File: config.mk
export PLATFORM = sky130hd
export DESIGN_NAME = mult_result_store
export DESIGN_NICKNAME = d
export VERILOG_FILES = /design/src/rtl/mult_result_store.sv
export SDC_FILE = /design/constraint.sdc
export NUM_CORES = 1
export LEC_CHECK = 0
export ABC_AREA = 1
export BUFFER_PORTS_ARGS = -buffer_cell sky130_fd_sc_hd__buf_2
export CELL_PAD_IN_SITES_DETAIL_PLACEMENT = 0
export CELL_PAD_IN_SITES_GLOBAL_PLACEMENT = 1
export CORE_UTILIZATION = 46
export DETAILED_ROUTE_END_ITERATION = 16
export HOLD_SLACK_MARGIN = 0.15
export PLACE_DENSITY_LB_ADDON = 0.1
export SYNTH_ARGS = -nofsm -noshare
export SYNTH_HDL_FRONTEND = slang
export SYNTH_SLANG_ARGS = --single-unit
File: constraint.sdc
create_clock -name clk -period 9.05 [get_ports clk]
set_input_delay 0.4525 -clock clk [delete_from_list [all_inputs] [get_ports clk]]
set_output_delay 0.4525 -clock clk [all_outputs]
set_load 0.05 [all_outputs]
File: src/rtl/mult_result_store.sv
// Multiply datapath stage: fixed-latency shift-add multiplier feeding a small result RAM
// with a registered read port and a sticky refused-write flag.
module mult_result_store #(
  parameter int WIDTH = 8,
  parameter int DEPTH = 8,
  parameter int AW    = 3
) (
  input  logic               clk,
  input  logic               reset,
  input  logic [WIDTH-1:0]   op_a,
  input  logic [WIDTH-1:0]   op_b,
  input  logic               start,
  output logic               busy,
  output logic               done,
  output logic [2*WIDTH-1:0] product,
  input  logic               wr_en,
  input  logic [AW-1:0]      wr_adr,
  output logic               wr_drop,
  input  logic [AW-1:0]      rd_adr,
  output logic [2*WIDTH-1:0] rd_data,
  output logic               rd_valid
);

  typedef enum logic [1:0] {IDLE, RUN, DONE} state_t;

  localparam int CW = $clog2(WIDTH + 1);
  localparam logic [AW:0] DEPTH_L = (AW + 1)'(DEPTH);

  state_t             state, state_nxt;
  logic [CW-1:0]      cnt;
  logic [2*WIDTH-1:0] acc;
  logic [2*WIDTH-1:0] mcand;
  logic [WIDTH-1:0]   mplier;

  logic [2*WIDTH-1:0] ram [DEPTH];
  logic [DEPTH-1:0]   valid;
  logic               wr_in_range;
  logic               rd_in_range;

  assign busy        = (state != IDLE);
  assign wr_in_range = ({1'b0, wr_adr} < DEPTH_L);
  assign rd_in_range = ({1'b0, rd_adr} < DEPTH_L);

  // NOTE: sequential state uses non-blocking (<=) so every flop samples pre-edge values.
  always_ff @(posedge clk or posedge reset) begin
    if (reset) state <= IDLE;
    else       state <= state_nxt;
  end

  // NOTE: next state defaults to the current state first, so no path leaves it unassigned (no latch).
  always_comb begin
    state_nxt = state;
    case (state)
      IDLE:    if (start) state_nxt = RUN;
      RUN:     if (cnt == CW'(WIDTH - 1)) state_nxt = DONE;
      DONE:    state_nxt = IDLE;
      default: state_nxt = IDLE;
    endcase
  end

  // Shift-add core: one multiplier bit per RUN cycle, product published in DONE.
  always_ff @(posedge clk or posedge reset) begin
    if (reset) begin
      cnt     <= '0;
      acc     <= '0;
      mcand   <= '0;
      mplier  <= '0;
      product <= '0;
      done    <= 1'b0;
    end else begin
      done <= 1'b0;
      case (state)
        IDLE: begin
          if (start) begin
            mcand  <= {{WIDTH{1'b0}}, op_a};
            mplier <= op_b;
            acc    <= '0;
            cnt    <= '0;
          end
        end
        RUN: begin
          if (mplier[0]) acc <= acc + mcand;
          mcand  <= mcand << 1;
          mplier <= mplier >> 1;
          cnt    <= cnt + 1'b1;
        end
        DONE: begin
          product <= acc;
          done    <= 1'b1;
        end
        default: ;
      endcase
    end
  end

  // NOTE: the RAM is small and must read back as cleared after reset, so it sits in
  // flops with async reset rather than a reset-less memory macro.
  always_ff @(posedge clk or posedge reset) begin
    if (reset) begin
      for (int i = 0; i < DEPTH; i++) ram[i] <= '0;
      valid    <= '0;
      wr_drop  <= 1'b0;
      rd_data  <= '0;
      rd_valid <= 1'b0;
    end else begin
      if (wr_en) begin
        if (!busy && wr_in_range) begin
          ram[wr_adr]   <= product;
          valid[wr_adr] <= 1'b1;
        end else begin
          wr_drop <= 1'b1;
        end
      end
      // Read samples pre-edge contents, so a colliding write shows up one cycle later.
      if (rd_in_range) begin
        rd_data  <= ram[rd_adr];
        rd_valid <= valid[rd_adr];
      end else begin
        rd_data  <= '0;
        rd_valid <= 1'b0;
      end
    end
  end

endmodule

==> out/summary.txt <==
FF+latch count, synth -> 217
wirelength, routed -> 25.4 mm
Pre-antenna DRT Iters -> 5
PostCTS Resize Cnt -> 0
Unique masters post-synth -> 33
Reg2Reg Depth -> 6
PortBufs -> 61
Initial Utilization -> 46.8%
Final Wtd Congestion -> 0.840
switching share of power -> 39.4%
WP depth -> 6
most frequent cells in the layout -> 326 x nand2_1, 217 x dfrtp_1, 185 x o21ai_0, 93 x nor2_1, 84 x inv_1
Power Total -> 3.80 mW
final worst slack -> 6610 ps
Logic pwr share -> 33.9%
H-tree depth -> 1
Arrival @ worst endpoint -> 2820 ps
Worst EP required -> 9440 ps
1st-iter DRT viols -> 494
Worst path top cell family by delay -> simple AND/OR/NAND/NOR gates
first-pass GRT wire length -> 40.7 mm
DR DRC count -> 0
Die Wd -> 148 um
FMAX -> 410 MHz
fin crit share -> 26.9%
Clock Path Buffers -> 3
Placed Instances -> 1440
Ant. Diodes -> 0
Post-CTS Setup Bufs -> 0
synthesized net count -> 1203
Leakage -> 5.44 nW
Die Y-Extent -> 148 um
NumNets Final -> 1235
nature of the critical path endpoint -> flip-flop
io pins -> 62
Worst-Skew Late Latency -> 520 ps
drt via density -> 5.22
Slew Limit Fails -> 0
Synth Area per Inst -> 8.45 sq um
Synth area leader -> dfrtp_1
Final setup viols -> 0
CP Cell Sequence -> inv_1 > nand2_2 > nor2_1 > nor2_2 > nand2_1 > o21ai_0
total global-route track usage -> 24.0%
worst hold path type -> in -> async
crit-path max cell delay -> 900 ps
post-synthesis sequential area ratio -> 55.4%
r2r endpoint -> acc[2]
largest net degree at the start of global routing -> 137
Buf/Inv on CP -> 1
worst reg2reg path startpoint -> state[1]
final cell area excluding filler cells -> 11000 sq um
mapped cell area -> 9810 sq um
Clock Skew -> 7.74 ps
Area Growth Syn to Fin -> 12.4%
non-filler cells, final -> 1485
CTS Buf Count -> 24
GRT overflow -> 0
status -> finished clean
vias in the first global route -> 7432
Final min period -> 2440 ps
CP max stage cell -> nor2_1
slew margin rel. -> 21.8%
RSZ-0062 raised after global routing -> false
drt wl/cell -> 17.1 um
ANT nets after route -> 0
Worst-path clk slew -> 60 ps
Worst R2R Setup Slack -> 6610 ps
quantity of hold-fixing buffers added after cts -> 1
max cap viols -> 0
Setup WS pre-CTS -> 6520 ps
part of the power in registers -> 40.8%
Post-DP Area -> 10200 sq um
routed vias -> 7756
DP HPWL -> 15.3 mm
Ys Warns -> 0
Fin. Hold Viols -> 0
post-synthesis cell count -> 1160
peak supply drop -> 0.173 mV
clock sinks -> 217
CP Class -> reg -> reg
Clock Power Share -> 25.3%
Std-Cell Rows -> 53
CTS Root Cell -> clkbuf_16
largest cells by area after synthesis -> dfrtp_1 55%, nand2_1 12%, o21ai_0 9.4%
count of filler cells inserted in the layout -> 2093
Final TNS setup -> 0 ps
core footprint -> 21000 sq um
P per Cell Area -> 345 nW/um^2
Synth top area share -> 55.4%
die area -> 21900 sq um
Internal -> 2.30 mW
Max FO, Critical Path -> 28
most common cell after layout, fill and taps aside -> nand2_1
TritonCTS clock tree -> built
startpoint types -> flip-flop
Slew @ Worst Pin -> 1170 ps
share of cells above drive strength 1 -> 10.1%
antenna violations before repair -> 2
net switching power figure -> 1.50 mW
-- synth_stat cells (all sizes together) --
library cell,instances
nand2,330
o21ai,236
dfrtp,217
nor2,97
inv,89
o22ai,40
buf,32
a21oi,26
clkbuf,26
nand3,24
ha,16
nand4,5
nor3,4
a22oi,3
xor2,3
a22o,2
clkinv,2
nand3b,2
xnor2,2
a21o,1
a31oi,1
a32o,1
fa,1
-- cells by family after synthesis --
family	after synthesis	share of synthesized area, %
compound gates	310	16.6
xor+xnor	5	0.447
fa+ha+maj	17	2.25
buf+inv	149	6.16
flops	217	55.4
simple gates	462	19.2
-- state kept, by name, indices dropped and copies added, names as in the netlist, 2 cells and up --
name	count
valid	8
state	2
acc	16
cnt	4
product	16
mplier	8
rd_data	16
mcand	16
ram	128
-- per-stage QoR --
step	util, %	hold WS, ps
global placement	48.8	438
floorplan	-	423
finish	52.6	147
detailed placement	48.8	439
CTS	52.6	156
global route	52.6	175
-- cell type report --
| class | instances | area, sq um | area share, % |
|---|---|---|---|
| clock buffer | 39 | 758 | 6.88 |
| clock inverter | 5 | 35.0 | 0.318 |
| inverter | 91 | 350 | 3.18 |
| multi-input combinational | 794 | 3770 | 34.2 |
| sequential | 217 | 5430 | 49.3 |
| tap | 275 | 344 | 3.12 |
| timing repair buffer | 64 | 330 | 3.00 |
-- worst max path at each step --
stage / from / end / slack (ps)
5_1_grt: state[1] / acc[2] / 6380
6_report: state[1] / acc[2] / 6610
2_1_floorplan: reset / acc[0] / 2660
3_5_place_dp: rd_adr[1] / rd_valid / 6520
4_1_cts: state[1] / acc[2] / 6590
3_3_place_gp: rd_adr[1] / rd_valid / 6530
-- metal layers --
metal  part of all wire [%]  wire length (um)  track usage, %  vias to the layer above
met1                     48             12200            34.8                     3705
met4                    1.4               344            5.26                        2
met3                    4.4              1100            3.70                       29
met5                  0.039                10               0                        -
met2                     46             11700            38.0                      157
li1                       -                 -               -                     3863
-- power groups by stage --
stage	sequential, mW	combinational (mW)	clock (mW)
after floorplan	1.66	0.852	0
after global placement	1.56	1.28	0
after detailed placement	1.56	1.30	0
after CTS	1.55	1.30	0.986
after global routing	1.59	1.48	1.03
final	1.55	1.29	0.964
(Power assumes the default switching activity.)
